[config.mk]
export PLATFORM = sky130hd
export DESIGN_NAME = lb_arbiter
export DESIGN_NICKNAME = d
export VERILOG_FILES = /design/src/rtl/lb_pkg.sv /design/src/rtl/lb_req_hold.sv /design/src/rtl/lb_arbiter.sv
export SDC_FILE = /design/constraint.sdc
export NUM_CORES = 1
export LEC_CHECK = 0
export ABC_AREA = 1
export CAP_MARGIN = 20
export CORE_UTILIZATION = 51
export CTS_CLUSTER_DIAMETER = 50
export DETAILED_ROUTE_END_ITERATION = 10
export GPL_TIMING_DRIVEN = 0
export PLACE_DENSITY = 0.86
export SLEW_MARGIN = 5
export SYNTH_ARGS = -nofsm -noshare
export SYNTH_HDL_FRONTEND = slang
export SYNTH_SLANG_ARGS = --single-unit
[constraint.sdc]
create_clock -name clk -period 2.6 [get_ports clk]
set_input_delay 0.26 -clock clk [delete_from_list [all_inputs] [get_ports clk]]
set_output_delay 0.26 -clock clk [all_outputs]
set_load 0.02 [all_outputs]
[src/rtl/lb_pkg.sv]
// Shared definitions for the dsp-domain local-bus arbiter.
// Latency: n/a (types and constants only).
// Backpressure: n/a.
package lb_pkg;

  localparam int LB_AW = 24;
  localparam int LB_DW = 32;

  // Owner tag carried alongside each read through the return pipe.
  localparam logic M0 = 1'b0;
  localparam logic M1 = 1'b1;

  // One captured master request.
  typedef struct packed {
    logic             rd;
    logic [LB_AW-1:0] addr;
    logic [LB_DW-1:0] wdata;
  } lb_req_t;

endpackage

[src/rtl/lb_req_hold.sv]
// Per-master single-entry holding register with sticky overrun flag.
// Latency: a strobe is held (busy) from the edge after capture until taken.
// Backpressure: none upstream; a strobe while busy is dropped and flagged.
module lb_req_hold
  import lb_pkg::*;
#(
  parameter int aw = LB_AW,
  parameter int dw = LB_DW
) (
  input  logic          clk,
  input  logic          rstn,
  input  logic          i_strobe,
  input  logic          i_rd,
  input  logic [aw-1:0] i_addr,
  input  logic [dw-1:0] i_wdata,
  input  logic          i_take,
  input  logic          i_clr_overrun,
  output logic          o_busy,
  output logic          o_rd,
  output logic [aw-1:0] o_addr,
  output logic [dw-1:0] o_wdata,
  output logic          o_overrun
);

  logic          r_pend;
  logic          r_rd;
  logic [aw-1:0] r_addr;
  logic [dw-1:0] r_wdata;
  logic          r_ovr;

  // Capture into an empty slot, release on grant, flag strobes that land on a full slot.
  // Busy is the registered pending bit: a strobe in the take cycle is still a drop.
  always_ff @(posedge clk) begin
    if (!rstn) begin
      r_pend  <= 1'b0;
      r_rd    <= 1'b0;
      r_addr  <= '0;
      r_wdata <= '0;
      r_ovr   <= 1'b0;
    end else begin
      if (i_strobe && !r_pend) begin
        r_pend  <= 1'b1;
        r_rd    <= i_rd;
        r_addr  <= i_addr;
        r_wdata <= i_wdata;
      end else if (i_take) begin
        r_pend <= 1'b0;
      end
      // A drop in the same cycle as a clear wins, so no event is lost.
      r_ovr <= (r_ovr & ~i_clr_overrun) | (i_strobe & r_pend);
    end
  end

  assign o_busy    = r_pend;
  assign o_rd      = r_rd;
  assign o_addr    = r_addr;
  assign o_wdata   = r_wdata;
  assign o_overrun = r_ovr;

endmodule

[src/rtl/lb_arbiter.sv]
// Round-robin share of one local bus between two masters, read data routed back by owner tag.
// Latency: strobe->lb_strobe 2 clk min; lb_strobe(read)->rvalid read_lat+1 clk.
// Backpressure: busy per master; strobes while busy are dropped and set overrun.
module lb_arbiter
  import lb_pkg::*;
#(
  parameter int aw       = LB_AW,
  parameter int dw       = LB_DW,
  parameter int read_lat = 3
) (
  input  logic          clk,
  input  logic          rstn,
  input  logic          m0_strobe,
  input  logic          m0_rd,
  input  logic [aw-1:0] m0_addr,
  input  logic [dw-1:0] m0_wdata,
  output logic          m0_busy,
  output logic          m0_rvalid,
  output logic [dw-1:0] m0_rdata,
  input  logic          m1_strobe,
  input  logic          m1_rd,
  input  logic [aw-1:0] m1_addr,
  input  logic [dw-1:0] m1_wdata,
  output logic          m1_busy,
  output logic          m1_rvalid,
  output logic [dw-1:0] m1_rdata,
  output logic          lb_strobe,
  output logic          lb_rd,
  output logic [aw-1:0] lb_addr,
  output logic [dw-1:0] lb_data,
  input  logic [dw-1:0] lb_rdata,
  output logic [1:0]    overrun,
  input  logic          clr_overrun
);

  logic          w_busy0, w_busy1;
  logic          w_rd0, w_rd1;
  logic [aw-1:0] w_addr0, w_addr1;
  logic [dw-1:0] w_wdata0, w_wdata1;
  logic          w_ovr0, w_ovr1;
  logic          w_gnt0, w_gnt1;
  logic          w_ret_vld, w_ret_own;

  logic          r_lb_strobe;
  logic          r_lb_rd;
  logic [aw-1:0] r_lb_addr;
  logic [dw-1:0] r_lb_data;
  logic          r_last_grant;
  logic          r_issue_own;

  logic [read_lat-1:0] r_pipe_vld;
  logic [read_lat-1:0] r_pipe_own;

  logic          r_m0_rvalid, r_m1_rvalid;
  logic [dw-1:0] r_m0_rdata, r_m1_rdata;

  lb_req_hold #(.aw(aw), .dw(dw)) u_hold0 (
    .clk(clk), .rstn(rstn),
    .i_strobe(m0_strobe), .i_rd(m0_rd), .i_addr(m0_addr), .i_wdata(m0_wdata),
    .i_take(w_gnt0), .i_clr_overrun(clr_overrun),
    .o_busy(w_busy0), .o_rd(w_rd0), .o_addr(w_addr0), .o_wdata(w_wdata0),
    .o_overrun(w_ovr0)
  );

  lb_req_hold #(.aw(aw), .dw(dw)) u_hold1 (
    .clk(clk), .rstn(rstn),
    .i_strobe(m1_strobe), .i_rd(m1_rd), .i_addr(m1_addr), .i_wdata(m1_wdata),
    .i_take(w_gnt1), .i_clr_overrun(clr_overrun),
    .o_busy(w_busy1), .o_rd(w_rd1), .o_addr(w_addr1), .o_wdata(w_wdata1),
    .o_overrun(w_ovr1)
  );

  // Round-robin on registered pending bits: a lone requester always wins,
  // on contention the master not served last wins.
  assign w_gnt0 = w_busy0 & (~w_busy1 | (r_last_grant == M1));
  assign w_gnt1 = w_busy1 & (~w_busy0 | (r_last_grant == M0));

  // Issue register: one bus cycle per grant; address/data hold when idle.
  always_ff @(posedge clk) begin
    if (!rstn) begin
      r_lb_strobe  <= 1'b0;
      r_lb_rd      <= 1'b0;
      r_lb_addr    <= '0;
      r_lb_data    <= '0;
      r_last_grant <= M1;
      r_issue_own  <= M0;
    end else begin
      r_lb_strobe <= w_gnt0 | w_gnt1;
      if (w_gnt1) begin
        r_lb_rd      <= w_rd1;
        r_lb_addr    <= w_addr1;
        r_lb_data    <= w_wdata1;
        r_last_grant <= M1;
        r_issue_own  <= M1;
      end else if (w_gnt0) begin
        r_lb_rd      <= w_rd0;
        r_lb_addr    <= w_addr0;
        r_lb_data    <= w_wdata0;
        r_last_grant <= M0;
        r_issue_own  <= M0;
      end
    end
  end

  // Tag pipe matched to the bus read latency; its last stage lines up with valid lb_rdata.
  always_ff @(posedge clk) begin
    if (!rstn) begin
      r_pipe_vld <= '0;
      r_pipe_own <= '0;
    end else begin
      r_pipe_vld[0] <= r_lb_strobe & r_lb_rd;
      r_pipe_own[0] <= r_issue_own;
      for (int i = 1; i < read_lat; i++) begin
        r_pipe_vld[i] <= r_pipe_vld[i-1];
        r_pipe_own[i] <= r_pipe_own[i-1];
      end
    end
  end

  assign w_ret_vld = r_pipe_vld[read_lat-1];
  assign w_ret_own = r_pipe_own[read_lat-1];

  // Register the returning word into the owner's rdata; the other master's rdata holds.
  always_ff @(posedge clk) begin
    if (!rstn) begin
      r_m0_rvalid <= 1'b0;
      r_m1_rvalid <= 1'b0;
      r_m0_rdata  <= '0;
      r_m1_rdata  <= '0;
    end else begin
      r_m0_rvalid <= w_ret_vld & (w_ret_own == M0);
      r_m1_rvalid <= w_ret_vld & (w_ret_own == M1);
      if (w_ret_vld && (w_ret_own == M0)) r_m0_rdata <= lb_rdata;
      if (w_ret_vld && (w_ret_own == M1)) r_m1_rdata <= lb_rdata;
    end
  end

  assign m0_busy   = w_busy0;
  assign m1_busy   = w_busy1;
  assign m0_rvalid = r_m0_rvalid;
  assign m1_rvalid = r_m1_rvalid;
  assign m0_rdata  = r_m0_rdata;
  assign m1_rdata  = r_m1_rdata;
  assign lb_strobe = r_lb_strobe;
  assign lb_rd     = r_lb_rd;
  assign lb_addr   = r_lb_addr;
  assign lb_data   = r_lb_data;
  assign overrun   = {w_ovr1, w_ovr0};

endmodule

==> results of run 1 <==
worst register-to-register path, delay by kind of cell (launching register included):
kind	cells	cell delay, ps
AOI/OAI and AO/OA	2	330
and+or+nand+nor	1	110
buffers and inverters	3	850
DFF	1	340
flip-flops by register name, summed over array words and instances, names as in the netlist, 3 cells and up:
register and flops:
lb_addr 24, lb_data 32, m1_rdata 32, u_hold1.o_addr 24
m0_rdata 32, u_hold0.o_addr 24, r_pipe_own 3, r_pipe_vld 3
u_hold0.o_wdata 32, u_hold1.o_wdata 32
cells in the mapped netlist (all sizes together):
library cell and number:
dfxtp 250, o21ai 197, nor2 185, a21oi 135, nand2 122, inv 115
nand3 112, clkbuf 50, buf 41, o211ai 1
power groups by stage:
stage	clock network (mW)	registers, mW	logic, mW
global placement	0	4.24	1.29
CTS	3.73	4.16	1.34
global route	3.88	4.18	1.47
floorplan	0	4.32	0.615
finish	3.71	4.17	1.34
detailed placement	0	4.25	1.32
logic make-up after synthesis:
family	count (synthesis)	synth area share
flops	250	0.5409
simple gates	419	0.1873
compound gates	333	0.1804
buf+inv	206	0.09141
final cells by class:
type                       count  area, µm²
tap                          225      281.5
clock inverter                12      141.4
inverter                     115      431.7
multi-input combinational    752       3402
fill                        1308       4313
sequential                   250       5005
buffer                        91      414.1
timing repair buffer         277       2773
clock buffer                  33      715.7
path summary, 6_finish.rpt:
check | slack [ps] | to | depth (start not counted) | start
max | 600 | m0_busy | 1 | u_hold0.o_busy$_SDFFE_PN0P_
max reg2reg | 890 | u_hold1.o_wdata[8]$_SDFFE_PN0P_ | 6 | u_hold1.o_busy$_SDFFE_PN0P_
min reg2reg | 430 | r_pipe_own[0]$_SDFF_PN0_ | 2 | r_issue_own$_SDFFE_PN0P_
min | 230 | lb_data[21]$_SDFFE_PN0P_ | 3 | rstn
cell usage in the layout, fill, tap and decap left out, drive strengths merged:
cell type	n
a21oi	135
buf	41
bufinv	3
clkbuf	83
clkdlybuf4s50	277
clkinv	8
clkinvlp	1
dfxtp	250
inv	115
nand2	122
nand3	112
nor2	185
o211ai	1
o21ai	197
stage by stage:
| stage | setup WS [ps] | utilization | std cells | instance area, µm² |
|---|---|---|---|---|
| 3_3_place_gp | 682.1 | 0.7042 | 1710 | 12310 |
| 5_1_grt | 528.3 | 0.7532 | 1755 | 13160 |
| 3_5_place_dp | 574.7 | 0.7042 | 1710 | 12310 |
| 2_1_floorplan | 1216 | - | 1208 | 9253 |
| 4_1_cts | 577.5 | 0.7532 | 1755 | 13160 |
| 6_report | 595.8 | 0.7532 | 1755 | 13160 |
per-layer routing:
metal	GRT usage	vias up	wire length, µm
met5	0	-	13
met2	0.5350	420	13660
met4	0.1173	2	1021
li1	-	4529	-
met1	0.3426	4239	10620
met3	0.09704	73	3335
==> impl_metrics.json, run 1 <==
{
  "syn_to_final_growth_pct": 42.27,
  "irDropWorstVdd_mv": 0.5256,
  "cts-hold-fix-buffers": 0,
  "wl_per_cell_um": 16.32,
  "finalHoldWorstSlack_ps": 225.3,
  "via_count": 9263,
  "finalMaxSlewViolations": 0,
  "slew_headroom": 0.5887,
  "synth.distinct_cells": 18,
  "grt_overflow_total": 0,
  "worst-path-buf-inv": 1,
  "routed_wl_um": 28650,
  "critPathCaptureType": "primary output",
  "outcome": "finished, final reports clean",
  "drt_iter0_drc": 561,
  "cts_resized": 0,
  "maxCapViolCount": 0,
  "synth-seq-area-share": 0.5409,
  "swShare": 0.2538,
  "synth_area_um2": 9253,
  "cts.sinks": 250,
  "crit_slowest_cell": "clkdlybuf4s50_1",
  "ys_warn_count": 0,
  "drc_errors": 0,
  "p_comb_frac": 0.146,
  "seq_power_share": 0.452,
  "netlist_top_cells_area": "dfxtp_1 (54%), o21ai_0 (9.2%), nor2_1 (7.4%), a21oi_1 (7.3%), nand3_1 (6.1%)",
  "skew_ps": 14.04,
  "criticalPathCategory": "flip-flop to primary output",
  "switchingPower_mw": 2.341,
  "yosysTopAreaCell": "dfxtp_1",
  "firstDrtPassIters": 7,
  "hold_violations": 0,
  "postSynthCellCount": 1208,
  "start_util": 0.5294,
  "setup_tns_ps": 0,
  "critPathMaxStageDelay_ps": 720,
  "grt_pass1_wl_um": 44420,
  "root_buffer": "clkbuf_16",
  "grt_use_total": 0.3050,
  "antenna_found_initial": 1,
  "avgSynthCellArea_um2": 7.659,
  "p_per_area_nw_per_um2": 700.6,
  "ant_nets": 0,
  "clockBufferDepth": 3,
  "cts_buffers": 25,
  "cts_tree": "built",
  "grt_pass1_vias": 8967,
  "htreeDepth": 1,
  "fp.dieArea_um2": 18690,
  "gp_congestion": 0.8800,
  "antennaDiodeCount": 0,
  "post-dp-hpwl_um": 21180,
  "critPathMaxFanout": 6,
  "syn-num-nets": 1359,
  "coreArea_um2": 17480,
  "synth_seq_cells": 250,
  "avgViaCountPerCell": 5.278,
  "rows": 48,
  "layout.nets": 1663,
  "total_power_mw": 9.223,
  "setup_violations": 0,
  "crit_arrival_ps": 1740,
  "worstPathRequired_ps": 2340,
  "max_freq_mhz": 498.9,
  "p_leak_nw": 5.370,
  "fin_crit_sh": 0.7709,
  "p_clk_frac": 0.402,
  "min_period_ps": 2004,
  "cts_setup_buffers": 0,
  "clock_latency_ps": 510,
  "grt_setup_unrepaired": "no",
  "grt_max_degree": 15,
  "worst_slew_pin_slew_ps": 616.9,
  "cp_top_family": "buffers and inverters",
  "die_h_um": 136.7,
  "intPower_mw": 6.882,
  "port_buffers": 277,
  "path_cells": "clkdlybuf4s50_1",
  "worst_hold_path_type": "input port to flip-flop",
  "die_w_um": 136.7,
  "io_pins": 279,
  "synth.top_cell.area_share": 0.5409,
  "clkTransAtPathRegs_ps": 60,
  "setup.worst_path.start_class": "flip-flop",
  "drive_gt1_frac": 0.05621
}
Note: power is estimated with default switching activity, not from simulation.
==> run 2: changes to the inputs <==
- CORE_UTILIZATION: 51 -> 47
- PLACE_DENSITY: 0.86 -> 0.8
- clock period: 2.6 -> 2.1 ns (I/O delays scaled with it)
==> run 2 against run 1 <==
Count of clock-buffer cells in the layout increased by 8. Flip-flop and latch count did not move. Cell area is 0.59% higher. Largest power group unchanged. Total power up 25%. Critical path depth did not move.
==> impl_metrics.json, run 2 (synthesis gave the netlist of run 1 again) <==
{
  "outcome": "finished, final reports clean",
  "critPathMaxFanout": 6,
  "maxCapViolCount": 0,
  "worst-path-buf-inv": 1,
  "total_power_mw": 11.55,
  "antenna_found_initial": 0,
  "cts_resized": 0,
  "final_cell_area_um2": 13240,
  "clock_latency_ps": 520,
  "crit_arrival_ps": 1770,
  "fin_cells": 1793,
  "fin_crit_sh": 0.9421,
  "routed_wl_um": 28810,
  "p_per_area_nw_per_um2": 872.2,
  "seq_power_share": 0.446,
  "p_leak_nw": 5.370,
  "cts.sinks": 250,
  "grt_overflow_total": 0,
  "cts_setup_buffers": 0,
  "cts_tree": "built",
  "crit_slowest_cell": "clkdlybuf4s50_1",
  "die_h_um": 142.3,
  "worst_hold_path_type": "input port to flip-flop",
  "port_buffers": 277,
  "skew_ps": 9.326,
  "setup_violations": 0,
  "layout.nets": 1665,
  "post-dp-hpwl_um": 21000,
  "cp_top_family": "buffers and inverters",
  "slew_headroom": 0.5949,
  "antennaDiodeCount": 0,
  "grt_pass1_vias": 8664,
  "setup.worst_path.start_class": "flip-flop",
  "rows": 50,
  "coreArea_um2": 19020,
  "critPathMaxStageDelay_ps": 720,
  "grt_max_degree": 14,
  "grt_setup_unrepaired": "no",
  "final_common_cell": "clkdlybuf4s50_1",
  "placed_area_um2": 12350,
  "drc_errors": 0,
  "drt_iter0_drc": 592,
  "grt_use_total": 0.2792,
  "start_util": 0.4865,
  "min_period_ps": 1978,
  "irDropWorstVdd_mv": 0.6763,
  "intPower_mw": 8.611,
  "switchingPower_mw": 2.937,
  "p_comb_frac": 0.144,
  "root_buffer": "clkbuf_16",
  "hold_violations": 0,
  "swShare": 0.2543,
  "critPathCaptureType": "primary output",
  "max_freq_mhz": 505.5,
  "grt_pass1_wl_um": 44240,
  "die_w_um": 142.3,
  "io_pins": 279,
  "gp_congestion": 0.8712,
  "clockBufferDepth": 3,
  "criticalPathCategory": "flip-flop to primary output",
  "worstPathRequired_ps": 1890,
  "clkTransAtPathRegs_ps": 60,
  "wl_per_cell_um": 16.07,
  "htreeDepth": 1,
  "syn_to_final_growth_pct": 43.11,
  "fin_util": 0.6963,
  "avgViaCountPerCell": 5.116,
  "final_cell_mix": "clkdlybuf4s50_1 (277), dfxtp_1 (250), nor2_1 (182)",
  "dp.cells": 1745,
  "cts_buffers": 27,
  "drive_gt1_frac": 0.05479,
  "cts-hold-fix-buffers": 0,
  "setup_tns_ps": 0,
  "via_count": 9173,
  "p_clk_frac": 0.409,
  "finalMaxSlewViolations": 0,
  "worst_slew_pin_slew_ps": 607.7,
  "ant_nets": 0,
  "path_cells": "clkdlybuf4s50_1",
  "firstDrtPassIters": 5,
  "fp.dieArea_um2": 20250
}
## run 2: final cells by class
class,instances,area (µm²)
well taps,260,325.3
repair buffers,277,2773
clock buffers,41,798.3
inverters,115,431.7
clock inverters,7,92.59
fillers,1581,5777
multi-input cells,752,3402
flip-flops and latches,250,5005
plain buffers,91,414.1
## run 2: power by group through the flow
stage	Combinational (mW)	Clock [mW]	Sequential, mW
floorplan	0.762	0	5.35
global placement	1.62	0	5.25
detailed placement	1.64	0	5.26
CTS	1.66	4.79	5.16
global route	1.82	4.99	5.18
finish	1.66	4.73	5.16
## run 2: layer usage
layer  vias to the layer above  GRT usage  part of all wire
met4                         0    0.08149             0.026
met3                        44    0.09724              0.11
met1                      4193     0.3253              0.39
met5                         -          0                 0
met2                       407     0.4817              0.47
li1                       4529          -                 -
## run 2: final timing paths
check                           cells past startpoint                                to  slack [ps]                   startpoint
worst max-delay path                                1                           m0_busy         120  u_hold0.o_busy$_SDFFE_PN0P_
worst min-delay path                                3          lb_data[26]$_SDFFE_PN0P_         130                         rstn
worst max register to register                      6  u_hold1.o_wdata[26]$_SDFFE_PN0P_         390  u_hold1.o_busy$_SDFFE_PN0P_
worst min register to register                      2          r_pipe_vld[2]$_SDFF_PN0_         420     r_pipe_vld[1]$_SDFF_PN0_
## run 2: through the flow
step	setup WS (ps)	hold WS, ps
2_1_floorplan	716.5	339.3
6_report	121.7	134.5
3_5_place_dp	186.7	409.8
4_1_cts	122.4	122.2
5_1_grt	77.23	143.5
3_3_place_gp	220.4	401.7
==> run 3: changes to the inputs <==
- CTS_CLUSTER_DIAMETER: 50 -> unset
==> run 3 against run 2 <==
Critical path depth unchanged. Global-route usage up 0.10 points. Wire length up 0.22%. Count of clock-buffer cells in the layout down 5. Flip-flop and latch count unchanged. Total power down 1.3%. Clock power down 3%. Largest power group unchanged. Sequential share of layout area up 0.11 points. Via count down 0.23%. Maximum frequency up 0.49%. Register-to-register slack about the same.
==> impl_metrics.json, run 3 (synthesis gave the netlist of run 1 again) <==
{
  "port_buffers": 277,
  "drt_iter0_drc": 484,
  "rows": 50,
  "htreeDepth": 1,
  "holdPathStages": 3,
  "total_power_mw": 11.39,
  "coreArea_um2": 19020,
  "worst_hold_path_type": "input port to flip-flop",
  "crit_slowest_cell": "clkdlybuf4s50_1",
  "die_h_um": 142.3,
  "critPathMaxStageDelay_ps": 720,
  "slew_headroom": 0.5916,
  "maxCapViolCount": 0,
  "antennaDiodeCount": 0,
  "routed_wl_um": 28870,
  "cts_setup_buffers": 0,
  "antenna_found_initial": 0,
  "final_cell_mix": "clkdlybuf4s50_1 (277), dfxtp_1 (250), nor2_1 (182)",
  "fin_util": 0.6943,
  "io_pins": 279,
  "start_util": 0.4865,
  "crit_arrival_ps": 1760,
  "post-dp-hpwl_um": 21000,
  "drc_errors": 0,
  "criticalPathCategory": "flip-flop to primary output",
  "fp.dieArea_um2": 20250,
  "gp_congestion": 0.8712,
  "grt_pass1_vias": 8711,
  "wl_per_cell_um": 16.12,
  "ant_nets": 0,
  "worst-path-buf-inv": 1,
  "grt_overflow_total": 0,
  "critPathMaxFanout": 6,
  "setup_tns_ps": 0,
  "setup_violations": 0,
  "clockBufferDepth": 3,
  "setup.worst_path.start_class": "flip-flop",
  "p_leak_nw": 5.369,
  "finalMaxSlewViolations": 0,
  "fin_crit_sh": 0.9375,
  "cp_top_family": "buffers and inverters",
  "skew_ps": 10.89,
  "reg2reg_depth": 6,
  "cts.sinks": 250,
  "p_per_area_nw_per_um2": 862.9,
  "cts_resized": 0,
  "cts_buffers": 26,
  "max_freq_mhz": 508.0,
  "layout.nets": 1664,
  "path_cells": "clkdlybuf4s50_1",
  "clkTransAtPathRegs_ps": 60,
  "path_depth": 1,
  "grt_setup_unrepaired": "no",
  "final-seq-area_um2": 5005,
  "hold_violations": 0,
  "avgViaCountPerCell": 5.110,
  "clock_latency_ps": 520,
  "irDropWorstVdd_mv": 0.6193,
  "nFillCells": 1579,
  "syn_to_final_growth_pct": 42.70,
  "die_w_um": 142.3,
  "grt_pass1_wl_um": 44430,
  "via_count": 9152,
  "cts-hold-fix-buffers": 0,
  "cts_tree": "built",
  "multiInputGateArea_um2": 3402,
  "worstPathRequired_ps": 1890,
  "drive_gt1_frac": 0.05487,
  "worst_slew_pin_slew_ps": 612.6,
  "root_buffer": "clkbuf_16",
  "final_common_cell": "clkdlybuf4s50_1",
  "min_period_ps": 1969,
  "grt_use_total": 0.2802,
  "critPathCaptureType": "primary output",
  "grt_max_degree": 15,
  "firstDrtPassIters": 7,
  "outcome": "finished, final reports clean"
}
==> run 3: cell types whose count changed in the layout (fill, tap and decap cells not counted), sizes merged <==
cell      delta
clkbuf       -5
clkinv       +6
clkinvlp     -3
==> run 3: report_power, final <==
group | internal, mW | leakage, nW | switching, mW
registers | 5.04 | 2.05 | 0.120
logic | 0.722 | 2.89 | 0.942
clock network | 2.73 | 0.427 | 1.84
==> run 3: final timing paths <==
| kind | endpoint | from | slack [ps] |
|---|---|---|---|
| setup / recovery | m0_busy | u_hold0.o_busy$_SDFFE_PN0P_ | 130 |
| hold / removal | lb_data[24]$_SDFFE_PN0P_ | rstn | 140 |
| setup reg to reg | u_hold1.o_wdata[26]$_SDFFE_PN0P_ | u_hold1.o_busy$_SDFFE_PN0P_ | 390 |
| hold reg to reg | r_pipe_vld[2]$_SDFF_PN0_ | r_pipe_vld[1]$_SDFF_PN0_ | 420 |
==> run 3: final cells by class <==
type                       count  share of cell area
inverter                     115             0.03269
timing repair buffer         277              0.2100
clock inverter                10            0.007865
tap                          260             0.02464
clock buffer                  36             0.05676
multi-input combinational    752              0.2577
sequential                   250              0.3790
buffer                        91             0.03137
==> run 3: layer usage <==
layer / GRT usage / share of wire / wire (µm)
met1: 0.3274 / 0.39 / 11300
met2: 0.4892 / 0.48 / 13780
met5: 0 / 0 / 0
met3: 0.09051 / 0.11 / 3051
met4: 0.07866 / 0.025 / 734
==> run 3: worst register-to-register path, delay by kind of cell (launching register included) <==
kind | cells | cell delay, ps
flops | 1 | 350
buf+inv | 3 | 870
compound gates | 2 | 300
simple gates | 1 | 130
==> run 3: through the flow <==
step           hold WS (ps)  instance area [µm²]  setup WS, ps  cells
2_1_floorplan         339.3                 9253         716.5   1208
3_3_place_gp          401.7                12350         220.4   1745
3_5_place_dp          409.8                12350         186.7   1745
4_1_cts               124.9                13200         127.4   1791
5_1_grt               141.0                13200         77.74   1791
6_report              140.5                13200         131.3   1791
